**src/rtl/time_set_ctrl.sv**
```systemverilog
// Time/alarm setting sequencer: walks hour/minute edit fields from MODE/INC/DEC
// press events, with hold auto-repeat, inactivity timeout and field blink.
module time_set_ctrl #(
  parameter int REPEAT_TICKS  = 20,
  parameter int TIMEOUT_TICKS = 1000,
  parameter int BLINK_TICKS   = 50
) (
  input  logic       clk_100Hz,
  input  logic       rst_n,
  input  logic       mode_press,
  input  logic       mode_hold,
  input  logic       inc_press,
  input  logic       inc_hold,
  input  logic       dec_press,
  input  logic       dec_hold,
  input  logic [4:0] time_hr_in,
  input  logic [5:0] time_min_in,
  output logic [2:0] state,
  output logic [4:0] edit_hr,
  output logic [5:0] edit_min,
  output logic       time_load,
  output logic [4:0] alarm_hr,
  output logic [5:0] alarm_min,
  output logic       alarm_en,
  output logic       blink
);

  localparam int RW = $clog2(REPEAT_TICKS + 1);
  localparam int TW = $clog2(TIMEOUT_TICKS + 1);
  localparam int BW = $clog2(BLINK_TICKS + 1);

  typedef enum logic [2:0] {
    IDLE     = 3'd0,
    SET_HR   = 3'd1,
    SET_MIN  = 3'd2,
    SET_AHR  = 3'd3,
    SET_AMIN = 3'd4
  } state_t;

  state_t        state_q, state_d;
  logic [4:0]    edit_hr_q, edit_hr_d, alarm_hr_q, alarm_hr_d;
  logic [5:0]    edit_min_q, edit_min_d, alarm_min_q, alarm_min_d;
  logic          time_load_q, time_load_d;
  logic          alarm_en_q, alarm_en_d;
  logic          blink_q, blink_d, blink_ph_q, blink_ph_d;
  logic          mode_hold_q, inc_hold_q, dec_hold_q;
  logic [RW-1:0] inc_rep_q, inc_rep_d, dec_rep_q, dec_rep_d;
  logic [TW-1:0] to_cnt_q, to_cnt_d;
  logic [BW-1:0] blink_cnt_q, blink_cnt_d;

  logic mode_rise, inc_rise, dec_rise, inc_rpt, dec_rpt, inc_src, dec_src;
  logic activity, in_set, step_ok, do_up, do_dn, hr_field;

  function automatic logic [4:0] hr_step(input logic [4:0] h, input logic up);
    if (up) return (h >= 5'd23) ? 5'd0 : h + 5'd1;
    return (h == 5'd0 || h > 5'd23) ? 5'd23 : h - 5'd1;
  endfunction

  function automatic logic [5:0] min_step(input logic [5:0] m, input logic up);
    if (up) return (m >= 6'd59) ? 6'd0 : m + 6'd1;
    return (m == 6'd0 || m > 6'd59) ? 6'd59 : m - 6'd1;
  endfunction

  // Counts cycles since the hold rose; wraps back to 1 on each repeat step.
  function automatic logic [RW-1:0] rep_next(input logic hold, input logic rise,
                                             input logic [RW-1:0] cnt);
    if (!hold) return '0;
    if (rise || cnt == RW'(REPEAT_TICKS)) return RW'(1);
    return cnt + RW'(1);
  endfunction

  assign mode_rise = mode_hold & ~mode_hold_q;
  assign inc_rise  = inc_hold & ~inc_hold_q;
  assign dec_rise  = dec_hold & ~dec_hold_q;
  assign inc_rpt   = inc_hold & ~inc_rise & ~dec_hold & (inc_rep_q == RW'(REPEAT_TICKS));
  assign dec_rpt   = dec_hold & ~dec_rise & ~inc_hold & (dec_rep_q == RW'(REPEAT_TICKS));
  assign inc_src   = inc_press | inc_rise | inc_rpt;
  assign dec_src   = dec_press | dec_rise | dec_rpt;
  assign activity  = mode_press | inc_press | dec_press | mode_hold | inc_hold | dec_hold;
  assign in_set    = (state_q != IDLE);
  // The first SET_AHR cycle reloads the edit fields from the alarm, so steps wait.
  assign step_ok   = in_set & ~mode_press & ~time_load_q;
  assign do_up     = step_ok & inc_src & ~dec_src;
  assign do_dn     = step_ok & dec_src & ~inc_src;
  assign hr_field  = (state_q == SET_HR) || (state_q == SET_AHR);

  always_comb begin
    state_d     = state_q;
    edit_hr_d   = edit_hr_q;
    edit_min_d  = edit_min_q;
    alarm_hr_d  = alarm_hr_q;
    alarm_min_d = alarm_min_q;
    alarm_en_d  = alarm_en_q;
    time_load_d = 1'b0;

    unique case (state_q)
      IDLE: begin
        if (mode_press) begin
          state_d    = SET_HR;
          edit_hr_d  = (time_hr_in > 5'd23) ? 5'd23 : time_hr_in;
          edit_min_d = (time_min_in > 6'd59) ? 6'd59 : time_min_in;
        end
        if (mode_rise) alarm_en_d = ~alarm_en_q;
      end
      SET_HR:  if (mode_press) state_d = SET_MIN;
      SET_MIN: begin
        if (mode_press) begin
          state_d     = SET_AHR;
          time_load_d = 1'b1;
        end
      end
      SET_AHR: if (mode_press) state_d = SET_AMIN;
      SET_AMIN: begin
        if (mode_press) begin
          state_d     = IDLE;
          alarm_hr_d  = edit_hr_q;
          alarm_min_d = edit_min_q;
        end
      end
      default: state_d = IDLE;
    endcase

    if (in_set && !activity && to_cnt_q == TW'(TIMEOUT_TICKS - 1)) state_d = IDLE;

    if (do_up || do_dn) begin
      if (hr_field) edit_hr_d  = hr_step(edit_hr_q, do_up);
      else          edit_min_d = min_step(edit_min_q, do_up);
    end

    // time_load is high while edit_* still holds the time; swap to the alarm afterwards.
    if (time_load_q) begin
      edit_hr_d  = alarm_hr_q;
      edit_min_d = alarm_min_q;
    end

    if (state_d != state_q || activity || !in_set) to_cnt_d = '0;
    else                                           to_cnt_d = to_cnt_q + TW'(1);

    if (state_d != state_q || state_d == IDLE) begin
      blink_cnt_d = '0;
      blink_ph_d  = 1'b0;
    end else if (blink_cnt_q == BW'(BLINK_TICKS - 1)) begin
      blink_cnt_d = '0;
      blink_ph_d  = ~blink_ph_q;
    end else begin
      blink_cnt_d = blink_cnt_q + BW'(1);
      blink_ph_d  = blink_ph_q;
    end
    blink_d = (state_d != IDLE) & blink_ph_d & ~(do_up | do_dn);

    inc_rep_d = rep_next(inc_hold, inc_rise, inc_rep_q);
    dec_rep_d = rep_next(dec_hold, dec_rise, dec_rep_q);
  end

  always_ff @(posedge clk_100Hz) begin
    if (!rst_n) begin
      state_q     <= IDLE;
      edit_hr_q   <= '0;
      edit_min_q  <= '0;
      alarm_hr_q  <= '0;
      alarm_min_q <= '0;
      alarm_en_q  <= 1'b0;
      time_load_q <= 1'b0;
      blink_q     <= 1'b0;
      blink_ph_q  <= 1'b0;
      blink_cnt_q <= '0;
      to_cnt_q    <= '0;
      inc_rep_q   <= '0;
      dec_rep_q   <= '0;
      mode_hold_q <= 1'b0;
      inc_hold_q  <= 1'b0;
      dec_hold_q  <= 1'b0;
    end else begin
      state_q     <= state_d;
      edit_hr_q   <= edit_hr_d;
      edit_min_q  <= edit_min_d;
      alarm_hr_q  <= alarm_hr_d;
      alarm_min_q <= alarm_min_d;
      alarm_en_q  <= alarm_en_d;
      time_load_q <= time_load_d;
      blink_q     <= blink_d;
      blink_ph_q  <= blink_ph_d;
      blink_cnt_q <= blink_cnt_d;
      to_cnt_q    <= to_cnt_d;
      inc_rep_q   <= inc_rep_d;
      dec_rep_q   <= dec_rep_d;
      mode_hold_q <= mode_hold;
      inc_hold_q  <= inc_hold;
      dec_hold_q  <= dec_hold;
    end
  end

  assign state     = state_q;
  assign edit_hr   = edit_hr_q;
  assign edit_min  = edit_min_q;
  assign time_load = time_load_q;
  assign alarm_hr  = alarm_hr_q;
  assign alarm_min = alarm_min_q;
  assign alarm_en  = alarm_en_q;
  assign blink     = blink_q;

endmodule

```
**config.mk**
```make
export PLATFORM = sky130hd
export DESIGN_NAME = time_set_ctrl
export DESIGN_NICKNAME = d
export VERILOG_FILES = /design/src/rtl/time_set_ctrl.sv
export SDC_FILE = /design/constraint.sdc
export NUM_CORES = 1
export LEC_CHECK = 0
export CORE_ASPECT_RATIO = 1.1
export CORE_MARGIN = 5
export CORE_UTILIZATION = 47
export CTS_BUF_LIST = sky130_fd_sc_hd__clkbuf_8 sky130_fd_sc_hd__clkbuf_16
export DETAILED_ROUTE_END_ITERATION = 10
export GPL_ROUTABILITY_DRIVEN = 0
export HOLD_SLACK_MARGIN = 0.03
export PLACE_DENSITY = 0.82
export SYNTH_ARGS = -nofsm -noshare
export SYNTH_HDL_FRONTEND = slang
export SYNTH_SLANG_ARGS = --single-unit
```
**constraint.sdc**
```tcl
create_clock -name clk_100Hz -period 3.1 [get_ports clk_100Hz]
set_input_delay 0.62 -clock clk_100Hz [delete_from_list [all_inputs] [get_ports clk_100Hz]]
set_output_delay 0.62 -clock clk_100Hz [all_outputs]
set_load 0.01 [all_outputs]
```
### Yosys cells after proc, flatten, opt, wreduce, memory -nomap -nowiden

Index checks and enable logic that the tools add are counted.

* bits in latches: 0
* bits in read-only memories: 0
* input bits: 19
* memories kept: 0
* bits in registers: 58
* memory bits (writable): 0
* output and inout bits: 28
* logic and storage cells: 152

* shift-type cells: 0
* div/mod/pow operators: 0
* add/sub/neg operators: 8
* muxes and demuxes: 47
* reduce and logical (&&, ||, !) cells: 24
* magnitude comparators: 6
* bitwise operators: 42
* multiply operators: 0
* equal/unequal tests: 9

Operator list (count)
* 5-bit 2-to-1 mux: 18
* 6-bit 2-to-1 mux: 10
* 3-bit 2-to-1 mux: 6
* 1-bit AND: 17
* 5-bit by 1-bit adder with 5-bit output (second input constant): 3
* 1-bit NOT: 15
* 3-bit one-hot mux with 5 select lines: 1
* 6-bit by 1-bit adder with 6-bit output (second input constant): 2
* 6-bit greater-than comparator (second input constant): 2
* 1-bit 2-to-1 mux: 12
* 10-bit by 1-bit adder with 10-bit output (second input constant): 1
* 10-bit == test (second input constant): 1
* 5-bit == test (second input constant): 2
* 5-bit greater-than comparator (second input constant): 2
* 1-bit bitwise OR: 10
* 1-bit logical OR: 9
* 3-bit by 2-bit == test with 1-bit output (second input constant): 2
* 6-bit == test (second input constant): 1
* 6-bit greater-or-equal comparator (second input constant): 1
* 3-bit logical NOT: 2
* 6-bit logical NOT: 1
* 2-bit AND reduction: 3
* 3-bit nonzero test: 2
* 6-bit by 1-bit subtractor with 6-bit output (second input constant): 1
* 10 further kinds: 12

### Longest topological paths before layout

Gate-level depths: netlist (run 1).

* depth in word-level cells: 16
* depth in mapped cells: 10
* depth with buffers taken out: 8

### Worst setup path before layout (run 1)

OpenSTA, ideal clock, no wires.

* path type: input to register
* from: input mode_press
* to: register edit_hr_q[0] (netlist: edit_hr[0])
* stages on the path: 8
* required time: 2.983 ns
* setup slack: 0.812 ns
* data arrival time: 2.171 ns
* setup time: 0.117 ns
* buffers on the path: 3
* path through: or3_1 > buf_6 > or3b_1 > buf_2 > buf_6 > o21ai_2 > o211ai_1 > a32o_1

* cells in the longest elaborated chain, start to end: 12
* elaborated cells on any way between the ends: 17
* those cells by class: mux (9); bitwise (7); reduce/logical (1)

RTL lines
* start, declared: line 10 `input logic mode_press,`
* 1-bit NOT: line 82 `assign step_ok = in_set & ~mode_press & ~time_load_q;`
* 1-bit AND (2 in series): line 82
* 1-bit AND (2 in series): line 83 `assign do_up = step_ok & inc_src & ~dec_src;`
* 1-bit 2-to-1 mux: line 55 `if (up) return (h >= 5'd23) ? 5'd0 : h + 5'd1;`
* 1-bit 2-to-1 mux: line 126 `if (hr_field) edit_hr_d = hr_step(edit_hr_q, do_up);`
* 1-bit 2-to-1 mux: line 125 `if (do_up || do_dn) begin`
* 5-bit 2-to-1 mux: line 56 `return (h == 5'd0 || h > 5'd23) ? 5'd23 : h - 5'd1;`
* 5-bit 2-to-1 mux: line 126
* 5-bit 2-to-1 mux (*): line 125
* 5-bit 2-to-1 mux (*): line 131 `if (time_load_q) begin`
* end signal, assigned: line 175 `edit_hr_q <= edit_hr_d;`
* end, declared: line 41 `logic [4:0] edit_hr_q, edit_hr_d, alarm_hr_q, alarm_hr_d;`

Every way passes the cells marked *; elsewhere a longest branch is shown, timed or not. The select of a mux whose other input is x is not followed.
A chain may end at the register's enable or synchronous reset.

### Final worst setup path (run 1)

* from: input dec_hold
* to: register edit_min_q[3] (netlist: edit_min[3])

* cells in the longest elaborated chain, start to end: 15
* elaborated cells on any way between the ends: 25
* those cells by class: mux (7); bitwise (17); reduce/logical (1)

RTL lines
* start, declared: line 15 `input logic dec_hold,`
* 1-bit AND: line 74 `assign dec_rise = dec_hold & ~dec_hold_q;`
* 1-bit NOT: line 76 `assign dec_rpt = dec_hold & ~dec_rise & ~inc_hold & (dec_rep_q == RW'(REPEAT_TICKS));`
* 1-bit AND (3 in series): line 76
* 1-bit bitwise OR: line 78 `assign dec_src = dec_press | dec_rise | dec_rpt;`
* 1-bit NOT: line 83
* 1-bit AND: line 83
* 1-bit 2-to-1 mux: line 60 `if (up) return (m >= 6'd59) ? 6'd0 : m + 6'd1;`
* 1-bit 2-to-1 mux: line 126
* 1-bit 2-to-1 mux: line 125
* 6-bit 2-to-1 mux: line 61 `return (m == 6'd0 || m > 6'd59) ? 6'd59 : m - 6'd1;`
* 6-bit 2-to-1 mux: line 126
* 6-bit 2-to-1 mux (*): line 125
* 6-bit 2-to-1 mux (*): line 131
* end signal, assigned: line 176 `edit_min_q <= edit_min_d;`
* end, declared: line 42 `logic [5:0] edit_min_q, edit_min_d, alarm_min_q, alarm_min_d;`

Marks and branches as above.

==> run summary, run 1 <==
Die height -> 95.9 microns
Status -> finished, final reports clean
Rows -> 31
Register area share after synthesis -> 36.9%
Worst path max stage delay -> 600 ps
Largest net degree at the start of global routing -> 16
CTS tree -> built
Worst-Skew Late Latency -> 340 ps
CP Launch Point -> dec_hold
Via count -> 2,863
Hold path depth -> 1
Max stage delay cell, worst path -> or3b_1
Fin crit share -> 82.6%
Worst setup EP type -> register
First-pass GRT wire length -> 13,100 microns
Clk slew on worst S/H paths -> 70 ps
Port Buffer Count -> 46
Delay-heaviest family, CP -> compound AO/OA/AOI/OAI gates
Worst setup SP type -> primary input
I/O pins -> 47
Hold path startpoint -> blink_cnt_q[0]
Starting Density -> 48.0%
Total congestion overflow -> 0
H-tree levels -> 3
Reg2reg path depth -> 7
Final hold violations -> 0
Total wire length -> 7580 microns
Num CTS Buffers -> 9
Post-synth EDFFs -> 0
Via/cell ratio -> 5.59
Pleak -> 1.42 nW
Setup TNS -> 0 ps
Post-route minimum period -> 2560 ps
Yosys reg bits -> 58
Min-delay worst type -> reg2reg
Mapped cell area -> 3150 sq um
CP Class -> in2reg
Clock Power Share -> 41.0%
CTS Buffer Depth -> 2
Fraction of registers with async set or reset after synthesis -> 0%
Arr. time, crit path -> 2820 ps
Initial antenna violation count -> 0
Detail Route Antenna Nets -> 0
Fill count -> 568
Critical path depth in cells -> 6
Worst clock skew -> 8.30 ps
Die Width -> 88.0 microns
Critical path cell sequence -> clkdlybuf4s50_1 > nor2b_1 > a311oi_2 > or3b_1 > o311a_1 > a211oi_2
Worst slew pin tran -> 779 ps
Root Buffer -> clkbuf_8
Switch Pwr -> 543 uW
Core footprint -> 6560 sq um
DRT Pass-1 Iters -> 5
Crit Path Max Fanout -> 15
Maximum VDD drop -> 0.428 mV
RSZ-0062 raised after global routing -> no
Syn Nets -> 415
GRT Util Overall -> 19.7%
WP buf/inv -> 1
Fmax -> 0.390 GHz
Launch point of the worst reg-to-reg path -> dec_rep_q[0]
Post-CTS Resized -> 0
Seq pwr share -> 41.4%
Net Sw Frac -> 27.0%
Max Transition Viols Final -> 0
Hold slack final -> 474 ps
Worst Path Required -> 3360 ps
Most used DFF post-synth -> dfxtp_1
Max_slew headroom -> 47.9%
Post-DP HPWL -> 5500 microns
Syn avg cell area -> 8.20 sq um
Yosys warns -> 0
Power Density -> 516 nW/um^2
Full die area -> 8440 sq um
Endpoints failing setup -> 0
Int Pwr -> 1.47 mW
Routed len/inst -> 14.8 microns
Cell count after synthesis -> 384
Ant. Diodes -> 0
Power share of the combinational group -> 17.6%
Area grow syn2layout -> 23.6%
Max Cap Violations -> 0
Share of post-route cells with drive strength above 1 -> 7.44%
Vias in the first global route -> 2,815
Hold buffers post-CTS -> 0
Cell variety after synth -> 60
DRC -> 0
Clk sinks -> 58
Final layout net count -> 456
Setup Buffers After CTS -> 0
Initial DRC Count -> 185
## through the flow
| stage | cells | total power [mW] | cell area, sq um | setup WS [ps] | utilization (%) |
|---|---|---|---|---|---|
| global route | 512 | 2.11 | 3890 | 362 | 59.4 |
| CTS | 512 | 2.01 | 3890 | 541 | 59.4 |
| global placement | 496 | 1.19 | 3660 | 268 | 55.8 |
| floorplan | 384 | 1.07 | 3150 | 812 | - |
| detailed placement | 496 | 1.19 | 3660 | 166 | 55.8 |
| finish | 512 | 2.01 | 3890 | 538 | 59.4 |
## layout by cell type (no fill, tap or decap), types with 2 or more instances in the layout
master,synthesis,final
xor2_1,14,14
nor3_1,9,9
buf_4,0,6
a31oi_1,6,6
nor4_1,2,2
nor3_2,2,2
nor2_1,38,38
o21ai_0,9,9
a32o_1,3,3
and3_1,11,11
nand2b_1,4,4
xnor2_1,15,15
o22ai_1,2,2
ha_1,12,12
nand3_1,17,17
mux2i_1,3,3
a22o_1,2,2
inv_1,18,18
nor3b_1,5,5
o41ai_1,2,2
o311ai_0,2,2
nand4b_1,2,2
a21boi_0,3,3
and2_1,4,4
a21o_1,2,2
dfxtp_1,58,58
nand4_1,2,2
o21a_1,2,2
bufinv_16,0,2
o211ai_1,2,2
or3_1,4,4
clkdlybuf4s50_1,0,46
nor2b_1,5,5
a21oi_1,31,31
nand2_1,46,46
clkbuf_8,0,12
## sequential cells by signal (all words and copies together) (netlist names), 3 cells and up
| signal | count |
|---|---|
| state | 3 |
| edit_hr | 5 |
| dec_rep_q | 5 |
| blink_cnt_q | 6 |
| edit_min | 6 |
| inc_rep_q | 5 |
| alarm_min | 6 |
| alarm_hr | 5 |
| to_cnt_q | 10 |
## cells in the mapped netlist, types with 4 or more instances
cell	instances	area, sq um
a31oi_1	6	37.5
nand3_1	17	85.1
or3_1	4	25.0
and2_1	4	25.0
o21ai_0	9	45.0
xor2_1	14	123
nor3_1	9	45.0
and3_1	11	68.8
a21oi_1	31	155
dfxtp_1	58	1160
nor3b_1	5	37.5
nor2_1	38	143
nor2b_1	5	31.3
nand2_1	46	173
ha_1	12	150
clkbuf_1	17	63.8
nand2b_1	4	25.0
xnor2_1	15	131
inv_1	18	67.6
## metal layers
metal | share of wire [%] | GRT usage, % | wire length, microns
met2 | 48 | 33.0 | 3640
met5 | 0 | 0 | 0
met3 | 7.3 | 4.45 | 557
met4 | 1.8 | 8.06 | 134
met1 | 43 | 24.4 | 3250
## final cells by class
cell class,instances,area [sq um],share of cell area (%)
Clock buffer,12,165,4.24
Clock inverter,4,72.6,1.86
Inverter,18,67.6,1.74
Multi-Input combinational cell,286,1820,46.7
Sequential cell,58,1160,29.8
Tap cell,82,103,2.63
Timing Repair Buffer,52,505,13.0
## cells by family (layout without fill, tap and decap cells)
group                      Yosys count  count (layout)  share of synthesized area, %
AOI/OAI and AO/OA                   81              81                          17.8
adders and majority gates           12              12                          4.77
and+or+nand+nor                    160             160                          25.9
xor gates and xnor gates            29              29                          8.07
muxes                                4               4                          1.31
buffers and inverters               40              86                          5.36
DFF                                 58              58                          36.9
## worst paths after layout
path,endpoint,slack (ps)
worst max register to register,edit_min[3],570
worst min-delay path,blink_cnt_q[0],470
worst min register to register,blink_cnt_q[0],470
worst max-delay path,edit_min[3],540
## power by group through the flow
| stage | logic (mW) | clock network (mW) | registers, mW |
|---|---|---|---|
| after floorplan | 0.250 | 0 | 0.823 |
| after global placement | 0.341 | 0 | 0.846 |
| after detailed placement | 0.348 | 0 | 0.846 |
| after CTS | 0.351 | 0.833 | 0.830 |
| after global routing | 0.394 | 0.876 | 0.840 |
| final | 0.353 | 0.824 | 0.832 |
No activity file was read; power rests on OpenSTA's default activity.
==> run 2, diff against run 1 <==
==> constraint.sdc (replaced) <==
create_clock -name clk_100Hz -period 2.5 [get_ports clk_100Hz]
set_input_delay 0.5 -clock clk_100Hz [delete_from_list [all_inputs] [get_ports clk_100Hz]]
set_output_delay 0.5 -clock clk_100Hz [all_outputs]
set_load 0.01 [all_outputs]
==> run 2 against run 1 <==
Net effect: final area rose by 3.3%; clock power up 4.4%; global-route usage down 0.11 points; first-iteration DRC count decreased by 3.2%; clock-buffer cell count shrank 1; register-to-register slack got worse by 420 ps; sequential power rose by 23%; cell count is 3.5% higher; critical path type is now reg2reg; wire length up 2.4%; total power is 18% higher; largest power group unchanged.
==> run summary, run 2 (synthesis results as in run 1) <==
Critical path depth in cells -> 9 (+3)
Pre-CTS setup slack -> -146 ps (-312 ps)
Vias in the first global route -> 2,839 (+0.85%)
Switch Pwr -> 672 uW (+24%)
Setup Buffers After CTS -> 0 (unchanged)
Port Buffer Count -> 46 (unchanged)
Placed cell areas -> 3800 sq um (+4.0%)
Delay-heaviest family, CP -> compound AO/OA/AOI/OAI gates
Net Sw Frac -> 28.3% (+1.2 points)
Worst Path Required -> 2760 ps (-600 ps)
CTS tree -> built
Post-route cell area -> 4020 sq um (+3.3%)
Max Cap Violations -> 0 (unchanged)
Initial antenna violation count -> 0 (unchanged)
Maximum VDD drop -> 0.381 mV (-11%)
Hold slack final -> 463 ps (-11.2 ps)
Most common cell after layout, fill and taps aside -> dfxtp_1
Max_slew headroom -> 65.0% (+17 points)
Worst clock skew -> 6.31 ps (-1.99 ps)
Num CTS Buffers -> 9 (unchanged)
Design Power -> 2.38 mW (+18%)
Total congestion overflow -> 0 (unchanged)
Fin crit share -> 93.9%
Max Transition Viols Final -> 0 (unchanged)
Hold buffers post-CTS -> 0 (unchanged)
Worst path max stage delay -> 380 ps (-220 ps)
Worst setup SP type -> register
Final worst setup slack -> 151 ps (-387 ps)
Root Buffer -> clkbuf_8
Endpoints failing setup -> 0 (unchanged)
CP Launch Point -> dec_rep_q[0]
WP buf/inv -> 2 (+1)
Most frequent cells in the layout -> dfxtp_1 (56), nand2_1 (46), clkdlybuf4s50_1 (46)
Worst setup EP type -> register
Seq pwr share -> 42.9% (+1.5 points)
Launch point of the worst reg-to-reg path -> dec_rep_q[0]
Reg2reg path depth -> 9 (+2)
Routed len/inst -> 14.7 microns (-1.0%)
Via count -> 2,990 (+4.4%)
Power Density -> 591 nW/um^2 (+15%)
Starting Density -> 48.0% (unchanged)
Post-DP HPWL -> 5710 microns (+3.8%)
Via/cell ratio -> 5.64 (+0.89%)
Placed instance count -> 514 (+3.6%)
Pleak -> 1.52 nW (+7.0%)
RR Endpoint -> edit_min[1]
Hold path depth -> 1 (unchanged)
R2R Setup Slk -> 150 ps (-420 ps)
Largest net degree at the start of global routing -> 16 (unchanged)
H-tree levels -> 3 (unchanged)
GRT Util Overall -> 19.6% (-0.11 points)
I/O pins -> 47 (unchanged)
First-pass GRT wire length -> 13,000 microns (-0.90%)
Finished Layout Cells -> 530 (+3.5%)
Max stage delay cell, worst path -> or3_4
Fill count -> 574 (+1.1%)
Final hold violations -> 0 (unchanged)
Clock Power Share -> 36.2% (-4.8 points)
CP Class -> reg2reg
Worst-Skew Late Latency -> 340 ps (about the same)
DRT Pass-1 Iters -> 6 (+1)
Worst slew pin tran -> 524 ps (-255 ps)
Detail Route Antenna Nets -> 0 (unchanged)
Crit Path Max Fanout -> 5 (-10)
Die height -> 95.9 microns (unchanged)
Clk sinks -> 58 (unchanged)
Post-route minimum period -> 2350 ps
Power share of the combinational group -> 20.9% (+3.3 points)
CTS Buffer Depth -> 2 (unchanged)
Initial DRC Count -> 179 (-3.2%)
Setup TNS -> 0 ps (unchanged)
Max reg flops -> 10 (unchanged)
Critical path cell sequence -> inv_1 > ha_1 > and4b_1 > a311oi_2 > buf_4 > xnor2_2 > or3_4 > a311o_1 > a31oi_1
Total wire length -> 7770 microns (+2.4%)
Biggest register -> to_cnt_q
Area grow syn2layout -> 27.8%
Fmax -> 0.426 GHz
Fin util -> 61.4% (+2.0 points)
Clk slew on worst S/H paths -> 60 ps (about the same)
End of the critical path -> edit_min[1]
Die Width -> 88.0 microns (unchanged)
Final layout net count -> 474 (+3.9%)
Arr. time, crit path -> 2610 ps (-210 ps)
Ant. Diodes -> 0 (unchanged)
Share of post-route cells with drive strength above 1 -> 11.4% (+3.9 points)
Full die area -> 8440 sq um (unchanged)
Status -> finished, final reports clean
Rows -> 31 (unchanged)
Int Pwr -> 1.71 mW (+16%)
Min-delay worst type -> reg2reg
DRC -> 0 (unchanged)
Core footprint -> 6560 sq um (unchanged)
[run 2: cell types whose count changed in the layout (fill, tap and decap cells not counted), sizes merged]
cell / delta
buf: +18
bufinv: -1
clkbuf: -1
clkinvlp: -1
inv: +3
[run 2: timing repair]
| item | CTS | global route |
|---|---|---|
| endpoints found under the hold margin | 0 | 0 |
| setup endpoints to repair | 0 | 11 |
| resized for setup | 0 | 6 |
[run 2: metal layers]
layer / routed length [microns] / vias to the layer above / global-route usage (%)
met4: 197 / 0 / 8.31
met1: 3140 / 1394 / 23.2
met5: 0 / - / 0
li1: - / 1459 / -
met3: 714 / 20 / 5.39
met2: 3720 / 117 / 33.1
[run 2: worst min-delay path by stage]
stage | from | to | slack [ps]
after floorplan | to_cnt_q[0] | to_cnt_q[0] | 430
after global placement | to_cnt_q[0] | to_cnt_q[0] | 440
after detailed placement | to_cnt_q[0] | to_cnt_q[0] | 450
after CTS | to_cnt_q[0] | to_cnt_q[0] | 470
after global routing | blink_cnt_q[0] | blink_cnt_q[0] | 490
final | blink_cnt_q[0] | blink_cnt_q[0] | 460
[run 2: final cells by class]
| type | count | area [sq um] | share of cell area [%] |
|---|---|---|---|
| clock inverter | 5 | 46.3 | 1.15 |
| multi-input combinational | 286 | 1840 | 45.7 |
| timing repair buffer | 70 | 653 | 16.2 |
| inverter | 18 | 67.6 | 1.68 |
| clock buffer | 11 | 151 | 3.76 |
| sequential | 58 | 1160 | 28.9 |
| tap | 82 | 103 | 2.55 |
[run 2: power groups by stage]
stage                     clock, mW  sequential, mW  combinational [mW]
after floorplan                   0            1.02               0.310
after global placement            0            1.04               0.468
after detailed placement          0            1.04               0.480
after CTS                     0.882            1.02               0.486
after global routing          0.923            1.03               0.540
final                         0.860            1.02               0.498
[run 2: worst register-to-register path, cell delays in order, from the launching register on]
cell	delay (ps)
dfxtp_2	350
inv_1	50
ha_1	190
and4b_1	230
a311oi_2	330
buf_4	180
xnor2_2	110
or3_4	380
a311o_1	280
a31oi_1	170
==> RTL change, RTL diff (flow settings as in run 2) <==
The parameter `REPEAT_TICKS` goes from 20 to 10.
--- a/src/rtl/time_set_ctrl.sv
+++ b/src/rtl/time_set_ctrl.sv
@@ -1,7 +1,7 @@
 // Time/alarm setting sequencer: walks hour/minute edit fields from MODE/INC/DEC
 // press events, with hold auto-repeat, inactivity timeout and field blink.
 module time_set_ctrl #(
-  parameter int REPEAT_TICKS  = 20,
+  parameter int REPEAT_TICKS  = 10,
   parameter int TIMEOUT_TICKS = 1000,
   parameter int BLINK_TICKS   = 50
 ) (
Behaviour: no difference found for any inputs over 4 cycles, from zero or initial values and one cycle with rst_n low; that may be too few to reach the edited logic, so the function may still have changed.
==> RTL change against run 2 <==
Critical path depth decreased by 2; synthesized cell count fell by 0.78%; sequential cell count fell by 2; power decreased by 9.6%; worst setup slack lost 23 ps; design area is 3.8% lower; sequential share of layout area is 0.051 points higher; area after synthesis shrank 2.5%; clock skew rose by 4.7 ps; global-route usage shrank 0.59 points; first-iteration DRC count rose by 23%; count of clock-buffer cells in the layout decreased by 6; routed wire length shrank 1.6%; largest cell class unchanged.
==> RTL change: results (changes against run 2) <==
crit_arrival_ps: 2600  # about the same
clkLatencyLatePin_ps: 310  # -30 ps
synthCells: 381  # -0.78%
clk_pin_slew_ps: 100  # +40 ps
seq_area_frac_synth_pct: 36.5  # -0.36 points
post-cts-setup-buffers: 0  # unchanged
portBuffers: 46  # unchanged
r2r_cells: 8  # -1
htree_levels: 2  # -1
grt_pass1_wl_microns: 12600  # -3.0%
ys_async_sr_fraction_pct: 0  # unchanged
finalClockSkew_ps: 11.0  # +4.65 ps
worstReg2RegStart: "inc_rep_q[0]$_SDFF_PN0_"
route.vias.total: 2920  # -2.3%
drt_iter0_drc: 221  # +23%
outcome: "finished clean"
placed_cells: 512  # -0.39%
yosys_warnings: 0  # unchanged
hold_class: "reg -> reg"
leakage_nw: 1.53  # +0.24%
hold_depth: 1  # unchanged
ys.flop_type: "dfxtp_1"
relSlewSlack_pct: 59.1  # -5.9 points
largest_reg_flops: 10  # unchanged
place_area_sq_um: 3720  # -2.1%
synth.top_cells.by_area: "dfxtp_1, nand2_1, nor2_1"
synthTopCellsByCount: "dfxtp_1, nand2_1, nor2_1"
track_usage_pct: 19.0  # -0.59 points
ys_types: 60  # unchanged
cts_sinks: 56  # -3.4%
r2r_slack_ps: 210  # +60 ps
grt_pass1_vias: 2762  # -2.7%
routed_wl_microns: 7640  # -1.6%
top_register: "to_cnt_q"
whs_ps: 471  # +8.39 ps
cts_made_buffers: 5  # -4
vias_per_cell: 5.63  # -0.27%
grt_max_degree: 17  # +1
hpwl_microns: 5700  # -0.31%
r2r-end: "edit_min[3]$_SDFF_PN0_"
ir_worst_vdd_v: 0.000306  # -20%
worstHoldEndpoint: "blink_cnt_q[0]$_SDFF_PP0_"
drt_pass1_iterations: 5  # -1
crit_fanout: 4  # -1
fin_nets: 468  # -1.3%
drive_gt1_share_pct: 11.2  # -0.17 points
root_buffer: "clkbuf_8"
syn_nets: 412  # -0.72%
[RTL change: cell count changes in the layout (fill, tap and decap cells not counted), sizes merged, moves of 4 or more]
cell	change
o21ai	+9
nor2	+7
a21oi	-6
clkbuf	-6
nand3	+5
a31o	+4
inv	-4
nor3b	-4
or3	-4
[RTL change: worst max-delay path: stages]
cell	delay (ps)
clkdlybuf4s50_1	470
buf_4	170
o311ai_4	380
xnor2_4	180
nand3_2	90
or4_1	560
o32ai_2	260
[RTL change: cell type report]
type	count	area (sq um)
Clock buffer	5	68.8
Clock inverter	2	60.1
Timing Repair Buffer	69	633
Tap cell	82	103
Fill cell	566	2610
Multi-Input combinational cell	288	1820
Sequential cell	56	1120
Inverter	17	63.8
[RTL change: routing by layer]
metal / track usage (%) / vias up / part of all wire [%]
li1: - / 1439 / -
met1: 22.9 / 1349 / 42
met2: 33.1 / 118 / 49
met3: 4.19 / 14 / 7.0
met4: 6.23 / 0 / 1.5
met5: 0 / - / 0
[RTL change: stage by stage]
step / TNS (ps) / total power, W / setup slack (ps)
floorplan: 0 / 0.00129 / 344
global placement: -1500 / 0.00147 / -118
detailed placement: -2600 / 0.00148 / -179
CTS: 0 / 0.00215 / 132
global route: 0 / 0.00226 / 11.3
finish: 0 / 0.00215 / 128
[RTL change: worst max path at each step]
stage | from | end | slack, ps
after global placement | inc_hold | edit_min[3]$_SDFF_PN0_ | -120
after detailed placement | inc_hold | edit_min[3]$_SDFF_PN0_ | -180
after global routing | dec_hold | edit_min[3]$_SDFF_PN0_ | 10
after CTS | inc_hold | edit_min[3]$_SDFF_PN0_ | 130
final | dec_hold | edit_min[3]$_SDFF_PN0_ | 130
after floorplan | dec_rep_q[0]$_SDFF_PN0_ | edit_min[3]$_SDFF_PN0_ | 340
[RTL change: kinds of logic after synthesis]
group | after synthesis | synth area share (%)
compound gates | 79 | 17.1
flops | 56 | 36.5
fa+ha+maj | 12 | 4.89
buf+inv | 37 | 4.81
mux | 2 | 0.693
xor+xnor | 27 | 7.95
simple gates | 168 | 28.1
[RTL change: power breakdown]
part | internal (W) | switching [W]
Sequential | 0.000926 | 0.0000687
Combinational | 0.000241 | 0.000237
Clock | 0.000394 | 0.000284
Total | 0.00156 | 0.000589
